`config.mk`:
```
export PLATFORM = sky130hd
export DESIGN_NAME = multicycle_decoder
export DESIGN_NICKNAME = d
export VERILOG_FILES = /design/src/rtl/multicycle_decoder.sv
export SDC_FILE = /design/constraint.sdc
export NUM_CORES = 1
export LEC_CHECK = 0
export BUFFER_PORTS_ARGS = -buffer_cell sky130_fd_sc_hd__buf_2
export CORE_MARGIN = 4
export CORE_UTILIZATION = 36
export DETAILED_ROUTE_END_ITERATION = 16
export PLACE_DENSITY_LB_ADDON = 0.15
export SYNTH_ARGS = -nofsm -noshare
export SYNTH_HDL_FRONTEND = slang
export SYNTH_SLANG_ARGS = --single-unit
```
`constraint.sdc`:
```
create_clock -name clk -period 1.35 [get_ports clk]
set_input_delay 0.27 -clock clk [delete_from_list [all_inputs] [get_ports clk]]
set_output_delay 0.27 -clock clk [all_outputs]
set_load 0.01 [all_outputs]
```
`src/rtl/multicycle_decoder.sv`:
```
// Multicycle ARM control unit: Moore FSM sequencing each instruction from the
// registered Op/Funct/Rd fields and driving datapath selects and write enables.
`timescale 1ns/1ps

module multicycle_decoder #(
    parameter int ALUCTRL_W     = 2,
    parameter bit MEM_HANDSHAKE = 1'b1
) (
    input  logic                 clk,
    input  logic                 reset,
    input  logic [1:0]           Op,
    input  logic [5:0]           Funct,
    input  logic [3:0]           Rd,
    input  logic                 mem_ready,
    output logic                 PCS,
    output logic                 NextPC,
    output logic                 Branch,
    output logic                 RegW,
    output logic                 MemW,
    output logic                 IRWrite,
    output logic                 AdrSrc,
    output logic                 ALUSrcA,
    output logic [1:0]           ALUSrcB,
    output logic [1:0]           ResultSrc,
    output logic [1:0]           ImmSrc,
    output logic [1:0]           RegSrc,
    output logic [ALUCTRL_W-1:0] ALUControl,
    output logic [1:0]           FlagW,
    output logic                 NoWrite,
    output logic                 Illegal,
    output logic                 InstrDone,
    output logic [3:0]           State
);

    typedef enum logic [3:0] {
        FETCH  = 4'd0,
        DECODE = 4'd1,
        MEMADR = 4'd2,
        MEMRD  = 4'd3,
        MEMWB  = 4'd4,
        MEMWR  = 4'd5,
        EXECR  = 4'd6,
        EXECI  = 4'd7,
        ALUWB  = 4'd8,
        BRANCH = 4'd9
    } state_t;

    localparam logic [ALUCTRL_W-1:0] ALU_ADD = ALUCTRL_W'(0);
    localparam logic [ALUCTRL_W-1:0] ALU_SUB = ALUCTRL_W'(1);
    localparam logic [ALUCTRL_W-1:0] ALU_AND = ALUCTRL_W'(2);
    localparam logic [ALUCTRL_W-1:0] ALU_ORR = ALUCTRL_W'(3);
    localparam logic [ALUCTRL_W-1:0] ALU_EOR = ALUCTRL_W'(4);
    localparam logic [ALUCTRL_W-1:0] ALU_MOV = ALUCTRL_W'(5);
    localparam bit                   WIDE_ALU = (ALUCTRL_W == 3);

    state_t                 state;
    state_t                 state_next;
    logic                   ready;
    logic [ALUCTRL_W-1:0]   dp_alu;
    logic                   dp_nowrite;
    logic                   dp_arith;
    logic                   dp_supported;
    logic [1:0]             dp_flagw;

    // Without the handshake, memory is assumed to complete every access at once.
    assign ready = mem_ready | ~MEM_HANDSHAKE;

    // NOTE: sequential state uses non-blocking assignment so every reader sees the pre-edge value.
    always_ff @(posedge clk or posedge reset) begin
        if (reset) state <= FETCH;
        else       state <= state_next;
    end

    always_comb begin
        // NOTE: every combinational output gets a default first, so no path can infer a latch.
        dp_alu       = ALU_ADD;
        dp_nowrite   = 1'b1;
        dp_arith     = 1'b0;
        dp_supported = 1'b0;
        case (Funct[4:1])
            4'b0100: begin dp_alu = ALU_ADD; dp_nowrite = 1'b0; dp_arith = 1'b1; dp_supported = 1'b1; end
            4'b0010: begin dp_alu = ALU_SUB; dp_nowrite = 1'b0; dp_arith = 1'b1; dp_supported = 1'b1; end
            4'b0000: begin dp_alu = ALU_AND; dp_nowrite = 1'b0; dp_supported = 1'b1; end
            4'b1100: begin dp_alu = ALU_ORR; dp_nowrite = 1'b0; dp_supported = 1'b1; end
            4'b1010: begin dp_alu = ALU_SUB; dp_nowrite = 1'b1; dp_arith = 1'b1; dp_supported = 1'b1; end
            4'b0001: if (WIDE_ALU) begin dp_alu = ALU_EOR; dp_nowrite = 1'b0; dp_supported = 1'b1; end
            4'b1101: if (WIDE_ALU) begin dp_alu = ALU_MOV; dp_nowrite = 1'b0; dp_supported = 1'b1; end
            default: ;
        endcase
        dp_flagw = dp_supported ? {Funct[0], Funct[0] & dp_arith} : 2'b00;
    end

    always_comb begin
        state_next = FETCH;
        case (state)
            FETCH:  state_next = ready ? DECODE : FETCH;
            DECODE: begin
                case (Op)
                    2'b00:   state_next = Funct[5] ? EXECI : EXECR;
                    2'b01:   state_next = MEMADR;
                    2'b10:   state_next = BRANCH;
                    default: state_next = FETCH;
                endcase
            end
            MEMADR: state_next = Funct[0] ? MEMRD : MEMWR;
            MEMRD:  state_next = ready ? MEMWB : MEMRD;
            MEMWR:  state_next = ready ? FETCH : MEMWR;
            EXECR,
            EXECI:  state_next = dp_nowrite ? FETCH : ALUWB;
            default: state_next = FETCH;
        endcase
    end

    always_comb begin
        NextPC     = 1'b0;
        Branch     = 1'b0;
        RegW       = 1'b0;
        MemW       = 1'b0;
        IRWrite    = 1'b0;
        AdrSrc     = 1'b0;
        ALUSrcA    = 1'b0;
        ALUSrcB    = 2'b00;
        ResultSrc  = 2'b00;
        ALUControl = ALU_ADD;
        FlagW      = 2'b00;
        NoWrite    = 1'b0;
        Illegal    = 1'b0;
        InstrDone  = 1'b0;
        case (state)
            FETCH: begin
                ALUSrcA   = 1'b1;
                ALUSrcB   = 2'b10;
                ResultSrc = 2'b10;
                IRWrite   = ready;
                NextPC    = ready;
            end
            DECODE: begin
                ALUSrcA   = 1'b1;
                ALUSrcB   = 2'b10;
                ResultSrc = 2'b10;
                Illegal   = (Op == 2'b11);
                InstrDone = (Op == 2'b11);
            end
            MEMADR: ALUSrcB = 2'b01;
            MEMRD:  AdrSrc  = 1'b1;
            MEMWB: begin
                ResultSrc = 2'b01;
                RegW      = 1'b1;
                InstrDone = 1'b1;
            end
            MEMWR: begin
                AdrSrc    = 1'b1;
                MemW      = 1'b1;
                InstrDone = ready;
            end
            EXECR, EXECI: begin
                ALUSrcB    = (state == EXECI) ? 2'b01 : 2'b00;
                ALUControl = dp_alu;
                FlagW      = dp_flagw;
                NoWrite    = dp_nowrite;
                InstrDone  = dp_nowrite;
            end
            ALUWB: begin
                RegW      = 1'b1;
                InstrDone = 1'b1;
            end
            BRANCH: begin
                ALUSrcB   = 2'b01;
                ResultSrc = 2'b10;
                Branch    = 1'b1;
                InstrDone = 1'b1;
            end
            default: ;
        endcase
    end

    assign ImmSrc = Op;
    assign RegSrc = {Op == 2'b01, Op == 2'b10};
    assign PCS    = Branch | (RegW & (Rd == 4'd15));
    assign State  = state;

endmodule

```
==> flow_metrics.env, run 1 <==
export IMPL_wl_met1_microns=993
export IMPL_ys_seq_area_share_pct=16.2
export IMPL_start_kind="flip-flop"
export IMPL_die_h_microns=49.4
export IMPL_cp_data_arrival_time_ns=1.46
export IMPL_p_leak_nw=0.609
export IMPL_yosysWarnings=0
export IMPL_synth_compound_area_share_pct=18.8
export IMPL_peakVddDrop_uv=1800
export IMPL_final_common_cell="buf_2"
export IMPL_area_growth_pct=93.7
export IMPL_synth_top_flop_cell="dfrtp_1"
export IMPL_worstSkewPairLatency_ns=0.26
export IMPL_setup_violations=20
export IMPL_power_density_mw_per_mm2=2230
export IMPL_fp_dieArea_sq_mm=0.00244
export IMPL_timing_fmax_mhz=579
export IMPL_dr_pass1_iters=4
export IMPL_status="finished, violations left"
export IMPL_fin_ws_ns=-0.379
export IMPL_rows=14
export IMPL_grt_pass1_vias=754
export IMPL_cts_root_buf="clkbuf_4"
export IMPL_worst_path_max_fanout=5
export IMPL_r2r_slack_ns=-0.04
export IMPL_required_ns=1.08
export IMPL_drive_gt1_share_pct=70.7
export IMPL_synth_edf_count=0
export IMPL_hold_violations=0
export IMPL_highest_layer="met4"
export IMPL_grt_use_total_pct=17.1
export IMPL_netlist_area_leader_share_pct=16.2
export IMPL_overflow=0
export IMPL_ctsLongestPathBuffers=2
export IMPL_max_slew_margin_pct=79.9
export IMPL_synth_fp_nets=94
export IMPL_violations="setup timing"
export IMPL_cts_clk_slew_worst_paths_ns=0.04
export IMPL_ant_nets=0
export IMPL_syn_inst=79
export IMPL_synthAdderAreaFrac_pct=0
export IMPL_drc_errors=0
export IMPL_synth_avg_cell_area_sq_um=7.82
export IMPL_htree_levels=1
export IMPL_grt_pass1_wl_microns=3330
export IMPL_synthMuxAreaShare_pct=0
export IMPL_yosys_area_share_xor_xnor_pct=4.25
export IMPL_synth_async_reset_ratio_pct=100
export IMPL_hpwl_microns=1570
export IMPL_initial_core_util_pct=39.6
export IMPL_grt_max_degree=10
export IMPL_worst_pin_slew_ns=0.301
export IMPL_viasPerCell=5.12
export IMPL_skew_ns=0.00203
export IMPL_antenna_found_initial=0
export IMPL_crit_path_start="State[0]"
export IMPL_drtIter0Drc=15
export IMPL_yosys_area_share_simple_pct=44.9
export IMPL_hp_start="Op[1]"
export IMPL_port_buffers=41
export IMPL_drt_wl_total_microns=2240
export IMPL_routed_wl_met3_microns=149
export IMPL_wl_met2_microns=1080
export IMPL_syn_area_sq_um=618
export IMPL_critPathKind="reg -> out"
export IMPL_ys_ff_latch=4
export IMPL_drv_cap=0
export IMPL_core_sq_mm=0.00156
export IMPL_end_kind="primary output"
export IMPL_chipWidth_microns=49.4
export IMPL_drv_slew=0
export IMPL_timing_rr_start="State[2]"
export IMPL_synth_cell_types=36
export IMPL_via_count=835
export IMPL_fin_crit_ns=1.73
export IMPL_rsz0062_at_grt="true"
export IMPL_yosys_top_cells_area="dfrtp_1 16%, buf_6 7.3%, buf_4 6.1%"
export IMPL_yosysTopAreaCell="dfrtp_1"
export IMPL_mostFrequentLayoutCells="38 x buf_2, 24 x buf_4, 10 x buf_6, 5 x nor2_1, 5 x nor2b_1"
export IMPL_cts_sinks=4
export IMPL_num_antenna_cells=0
export IMPL_period_share_pct=128
export IMPL_min_path_type="in -> reg"
export IMPL_dp_slack_ns=-0.153
export IMPL_synth_top_family_by_area="simple AND/OR/NAND/NOR gates"
export IMPL_cts_buffers_inserted=3
export IMPL_routedWlPerCell_microns=13.8
export IMPL_routabilityCongestion=0.807
export IMPL_largest_reg_flops=4
export IMPL_ios=42
export IMPL_cts_tree="yes"
export IMPL_finalNetCount=164
export IMPL_power_mw=2.67
-- per-stage QoR --
stage          util [%]  cell area, sq um  hold WS [ns]  setup TNS [ns]  cells
2_1_floorplan         -               664        0.0361          -0.976     79
3_3_place_gp       63.3               987         0.152          -0.989    151
3_5_place_dp       63.3               987         0.153           -1.12    151
4_1_cts            67.3              1050         0.342           -5.44    156
5_1_grt            76.8              1200         0.356           -6.73    163
6_report           76.8              1200         0.343           -5.47    163
-- report_power, final --
part | switching, mW | internal, mW | leakage [nW]
Combinational | 1.00 | 1.23 | 0.549
Clock | 0.0704 | 0.101 | 0.0138
Sequential | 0.0805 | 0.183 | 0.0469
-- critical path: stages, from the launching register on --
cell and delay (ns):
dfrtp_2 0.42, buf_12 0.14, buf_4 0.14, xnor2_1 0.12
a32o_1 0.25, buf_2 0.13
-- worst paths after layout --
check / end / depth (start not counted)
max: ALUSrcB[0] / 5
min: State[3] / 2
max reg2reg: State[0] / 6
min reg2reg: State[3] / 2
max in group asynchronous: State[0] / 3
min in group asynchronous: State[1] / 3
-- layer usage --
metal	GRT usage (%)	vias to the layer above
li1	-	420
met1	21.6	379
met2	28.6	33
met3	5.81	3
met4	2.76	0
met5	0	-
-- Yosys cell counts (3+ instances only) --
cell      n
a211oi_1  3
a21oi_1   3
and2b_2   3
buf_4     5
buf_6     4
dfrtp_1   4
inv_1     4
nand2_1   5
nand2b_1  4
nand3b_1  3
nor2_1    6
nor2b_1   5
nor3_1    3
o21ai_0   3
-- cell type report --
class / count / area [sq um]
Tap cell: 16 / 20.0
Fill cell: 114 / 362
Timing Repair Buffer: 74 / 513
Multi-Input combinational cell: 62 / 522
Clock buffer: 3 / 22.5
Inverter: 4 / 15.0
Sequential cell: 4 / 105
-- logic make-up after synthesis --
kind of cell / Yosys count
simple gates: 43
compound gates: 16
buf+inv: 13
flops: 4
xor+xnor: 3
-- repair_timing --
item,in CTS,in global routing
resized for setup,7,26
gates cloned,0,0
hold buffers,1,0
pin swaps,4,10
setup endpoints to repair,22,23
hold endpoints to repair,4,0
buffers inserted,1,7
Power figures use the tool's default switching activity.
==> run 2: changes to the inputs <==
- CAP_MARGIN: default -> 20
- PLACE_DENSITY_LB_ADDON: 0.15 -> 0.05
==> flow_metrics.env, run 2 (synthesized netlist as in run 1, its figures left out) <==
export IMPL_routedWlPerCell_microns=15.6
export IMPL_worst_pin_slew_ns=0.374
export IMPL_start_kind="flip-flop"
export IMPL_num_antenna_cells=0
export IMPL_setup_tns_final_ns=-5.60
export IMPL_viasPerCell=5.55
export IMPL_critPathKind="reg -> out"
export IMPL_peakVddDrop_uv=1470
export IMPL_required_ns=1.08
export IMPL_fp_dieArea_sq_mm=0.00244
export IMPL_power_mw=2.80
export IMPL_end_kind="primary output"
export IMPL_cts_root_buf="clkbuf_4"
export IMPL_min_path_type="in -> reg"
export IMPL_period_share_pct=129
export IMPL_stdcell_count=163
export IMPL_violations="setup timing"
export IMPL_cts_sinks=4
export IMPL_r2r_cells=5
export IMPL_chipWidth_microns=49.4
export IMPL_setup_violations=23
export IMPL_dp_slack_ns=-0.170
export IMPL_max_slew_margin_pct=74.7
export IMPL_nFillCells=109
export IMPL_cpMaxStageDelayCell="dfrtp_1"
export IMPL_status="finished, violations left"
export IMPL_final_common_cell="buf_2"
export IMPL_fin_crit_ns=1.74
export IMPL_drv_cap=0
export IMPL_dr_pass1_iters=5
export IMPL_drtIter0Drc=11
export IMPL_drv_slew=0
export IMPL_ios=42
export IMPL_area_growth_pct=99.8
export IMPL_cts_tree="yes"
export IMPL_largest_reg_flops=4
export IMPL_timing_fmax_mhz=576
export IMPL_cp_slowest_stage_delay_ns=0.42
export IMPL_fin_ws_ns=-0.386
export IMPL_rows=14
export IMPL_initial_core_util_pct=39.6
export IMPL_htree_levels=1
export IMPL_path_buf_inv=3
export IMPL_drive_gt1_share_pct=72.1
export IMPL_routabilityCongestion=0.787
export IMPL_grt_pass1_vias=824
export IMPL_finalNetCount=164
export IMPL_grt_max_degree=10
export IMPL_place_area_sq_um=950
export IMPL_overflow=0
export IMPL_rsz0062_at_grt="true"
export IMPL_power_density_mw_per_mm2=2270
export IMPL_holdPathStages=2
export IMPL_dp_cells=146
export IMPL_final_area_sq_mm=0.00123
export IMPL_p_leak_nw=0.631
export IMPL_cts_buffers_inserted=3
export IMPL_crit_family="buffers and inverters"
export IMPL_port_buffers=41
export IMPL_cp_data_arrival_time_ns=1.47
export IMPL_drc_errors=0
export IMPL_hpwl_microns=1570
export IMPL_antenna_found_initial=0
export IMPL_mostFrequentLayoutCells="38 x buf_2, 19 x buf_4, 16 x buf_6, 4 x nor2b_1, 4 x nor2_1"
export IMPL_path_cells="buf_6 -> xnor2_2 -> buf_4 -> o41ai_2 -> buf_2"
export IMPL_grt_pass1_wl_microns=3780
export IMPL_die_h_microns=49.4
export IMPL_ant_nets=0
export IMPL_drt_wl_total_microns=2540
export IMPL_skew_ns=0.00221
export IMPL_hold_violations=0
export IMPL_core_sq_mm=0.00156
export IMPL_cp_depth=5
export IMPL_worst_path_max_fanout=5
export IMPL_ctsLongestPathBuffers=2
export IMPL_worstSkewPairLatency_ns=0.25
export IMPL_via_count=905
export IMPL_grt_use_total_pct=20.3
export IMPL_cts_clk_slew_worst_paths_ns=0.04
run 2: cell count changes in the layout (fill, tap and decap cells not counted), moves of 2 or more:
| cell | change |
|---|---|
| buf_4 | -5 |
| buf_6 | +6 |
| dfrtp_1 | +2 |
| dfrtp_2 | -2 |
run 2: final cells by class:
class	count	area (sq um)	share of cell area, %
clock buffer	3	22.5	1.82
multi-input combinational	62	547	44.3
tap	16	20.0	1.62
sequential	4	103	8.31
timing repair buffer	74	523	42.4
inverter	4	20.0	1.62
run 2: repair_timing:
item	4_1_cts	5_1_grt
hold endpoints to repair	4	0
endpoints found under the setup margin	22	24
setup buffers	10	5
hold buffers	1	0
gates resized for setup	27	19
pin swaps	6	7
run 2: final timing paths:
kind / startpoint / end / slack, ns
min in group asynchronous: reset / State[2] / 0.47
max in group asynchronous: reset / State[0] / 0.71
worst max register to register: State[2] / State[0] / -0.15
worst min-delay path: Op[1] / State[3] / 0.38
worst min register to register: State[1] / State[1] / 0.86
worst max-delay path: State[2] / PCS / -0.39
run 2: routing by layer:
metal  global-route usage [%]  wire length (microns)  part of all wire [%]
met5                        0                      0                     0
met2                     33.7                   1280                    50
met3                     7.34                    226                   8.9
met4                     8.29                     85                   3.3
met1                     23.4                    947                    37
run 2: where the power goes:
| part | leakage [nW] | internal [mW] | switching [mW] |
|---|---|---|---|
| registers | 0.0499 | 0.179 | 0.0895 |
| logic | 0.567 | 1.27 | 1.10 |
| clock network | 0.0138 | 0.100 | 0.0584 |
run 2: through the flow:
stage	util, %	hold WS (ns)
2_1_floorplan	-	0.0361
3_3_place_gp	60.9	0.150
5_1_grt	79.2	0.357
4_1_cts	73.8	0.346
6_report	79.2	0.376
3_5_place_dp	60.9	0.151
==> run 3: changes to the inputs <==
--- a/constraint.sdc
+++ b/constraint.sdc
@@ -3,2 +3,2 @@
 set_output_delay 0.27 -clock clk [all_outputs]
-set_load 0.01 [all_outputs]
+set_load 0.1 [all_outputs]
==> flow_metrics.env, run 3 <==
export IMPL_port_buffers=41
export IMPL_yosys_top_cells_area="dfrtp_1 16%, buf_6 7.3%, buf_4 6.1%"
export IMPL_synth_top_flop_cell="dfrtp_1"
export IMPL_synth_async_reset_ratio_pct=100
export IMPL_ys_seq_area_share_pct=16.2
export IMPL_tool_error="[ERROR DPL-0038] Utilization greater than 100%, impossible to legalize"
export IMPL_yosysWarnings=0
export IMPL_ys_ff_latch=4
export IMPL_lastStage="detailed placement"
export IMPL_synth_avg_cell_area_sq_um=7.82
export IMPL_synth_fp_nets=94
export IMPL_chipWidth_microns=49.4
export IMPL_synth_edf_count=0
export IMPL_rows=14
export IMPL_yosysTopAreaCell="dfrtp_1"
export IMPL_syn_area_sq_um=618
export IMPL_routabilityCongestion=0.827
export IMPL_status="aborted with a tool error"
export IMPL_netlist_top_cells_count="6 x nor2_1, 5 x buf_4, 5 x nand2_1, 5 x nor2b_1"
export IMPL_ios=42
export IMPL_die_h_microns=49.4
export IMPL_netlist_area_leader_share_pct=16.2
export IMPL_synth_cell_types=36
export IMPL_initial_core_util_pct=39.6
export IMPL_syn_inst=79
export IMPL_yosysMostFrequentCell="nor2_1"
-- run 3: metrics by stage --
stage	instances	hold WS, ns	instance area, sq um	setup WS, ns
after global placement	160	0.156	1630	-0.347
after floorplan	79	0.0362	836	-1.54
-- run 3: cells by family after synthesis --
kind of cell / after synthesis / synth area share [%]
simple gates: 43 / 44.9
compound gates: 16 / 18.8
buf+inv: 13 / 15.8
flops: 4 / 16.2
xor+xnor: 3 / 4.25
==> run 4: changes to the inputs <==
- CORE_AREA: default -> 4 4 65 67
- CORE_MARGIN: 4 -> default
- CORE_UTILIZATION: 36 -> default
- DIE_AREA: default -> 0 0 69 71
- PLACE_DENSITY_LB_ADDON: 0.05 -> 0.15
- clock period: 1.35 -> 1.8 ns (I/O delays scaled with it)
==> flow_metrics.env, run 4 (synthesized netlist as in run 1, its figures left out) <==
export IMPL_overflow=0
export IMPL_fp_dieArea_sq_mm=0.00490
export IMPL_worstSkewPairLatency_ns=0.22
export IMPL_timing_fmax_mhz=504
export IMPL_ctsLongestPathBuffers=2
export IMPL_area_growth_pct=180
export IMPL_dp_cells=183
export IMPL_status="finished, violations left"
export IMPL_grt_pass1_wl_microns=4330
export IMPL_r2r_cells=6
export IMPL_ant_nets=0
export IMPL_hold_violations=0
export IMPL_dp_slack_ns=-0.0899
export IMPL_finalNetCount=167
export IMPL_fin_ws_ns=-0.182
export IMPL_final_area_sq_mm=0.00173
export IMPL_drv_cap=0
export IMPL_place_area_sq_mm=0.00149
export IMPL_violations="setup timing"
export IMPL_rows=22
export IMPL_skew_ns=0.000301
export IMPL_r2r_slack_ns=0.20
export IMPL_die_h_microns=71
export IMPL_routabilityCongestion=0.772
export IMPL_hold_buffers=0
export IMPL_drive_gt1_share_pct=77.3
export IMPL_via_count=880
export IMPL_drtIter0Drc=8
export IMPL_setup_tns_final_ns=-1.83
export IMPL_core_sq_mm=0.00363
export IMPL_routedWlPerCell_microns=13.1
export IMPL_fin_crit_ns=1.98
export IMPL_rsz0062_at_grt="true"
export IMPL_largest_reg_flops=4
export IMPL_end_kind="primary output"
export IMPL_cts_clk_slew_worst_paths_ns=0.03
export IMPL_htree_levels=1
export IMPL_mostFrequentLayoutCells="24 x buf_4, 22 x buf_12, 19 x buf_2, 10 x buf_6"
export IMPL_period_share_pct=110
export IMPL_grt_pass1_vias=961
export IMPL_min_path_type="in -> async"
export IMPL_hpwl_microns=2050
export IMPL_setup_violations=17
export IMPL_stdcell_count=198
export IMPL_start_kind="flip-flop"
export IMPL_cts_sinks=4
export IMPL_port_buffers=41
export IMPL_cts_root_buf="clkbuf_8"
export IMPL_chipWidth_microns=69
export IMPL_timing_rr_start="State[1]"
export IMPL_cts_buffers_inserted=3
export IMPL_viasPerCell=4.44
export IMPL_drv_slew=0
export IMPL_grt_max_degree=8
export IMPL_drt_wl_total_microns=2590
export IMPL_reg2reg_to="State[2]"
export IMPL_dr_pass1_iters=4
export IMPL_initial_core_util_pct=17.0
export IMPL_cts_tree="yes"
export IMPL_final_common_cell="buf_4"
export IMPL_antenna_found_initial=0
export IMPL_worst_path_max_fanout=6
export IMPL_required_ns=1.44
export IMPL_max_slew_margin_pct=67.1
export IMPL_worst_pin_slew_ns=0.496
export IMPL_critPathKind="reg -> out"
export IMPL_grt_use_total_pct=10.8
export IMPL_cp_data_arrival_time_ns=1.62
export IMPL_ios=42
export IMPL_drc_errors=0
export IMPL_num_antenna_cells=0
## run 4: critical path: stages, from the launching register on
cell and delay (ns):
dfrtp_4 0.50, or2_4 0.32, o22a_1 0.21, o221ai_4 0.17
buf_12 0.20
## run 4: how the worst max path moves through the flow
stage              from  cells after the start  slack [ns]         to
4_1_cts        State[3]                      4       -0.20  InstrDone
3_5_place_dp   State[3]                      4       -0.09  InstrDone
5_1_grt        State[3]                      5       -0.24   FlagW[1]
2_1_floorplan  State[3]                      5       -1.18     NextPC
3_3_place_gp   State[3]                      4       -0.07  InstrDone
6_report       State[2]                      4       -0.18  InstrDone
## run 4: repair_timing
action                                  CTS  global route
pin swaps                                10             8
endpoints found under the setup margin   19            19
buffers inserted                          7             5
resized for setup                        18            10
## run 4: cell type report
type | instances | area, sq um
fill | 353 | 1900
timing repair buffer | 77 | 847
multi-input combinational | 62 | 646
sequential | 4 | 115
tap | 48 | 60.1
clock buffer | 3 | 41.3
inverter | 4 | 21.3
## run 4: layer usage
metal / global-route usage [%] / vias to the layer above / part of all wire [%]
met2: 17.8 / 33 / 51
met1: 12.5 / 418 / 40
met3: 3.13 / 6 / 5.6
met5: 0 / - / 0
met4: 6.29 / 0 / 2.7
li1: - / 423 / -
## run 4: per-stage QoR
stage	utilization, %	hold WS, ns
after floorplan	-	0.126
after global placement	41.0	0.252
after detailed placement	41.0	0.253
after CTS	45.2	0.0218
after global routing	47.6	0.0355
final	47.6	0.0203
Power of run 4 is left out: the tool's default activity adds up to more than one toggle a clock period on the data nets, which glitch-free logic cannot reach.
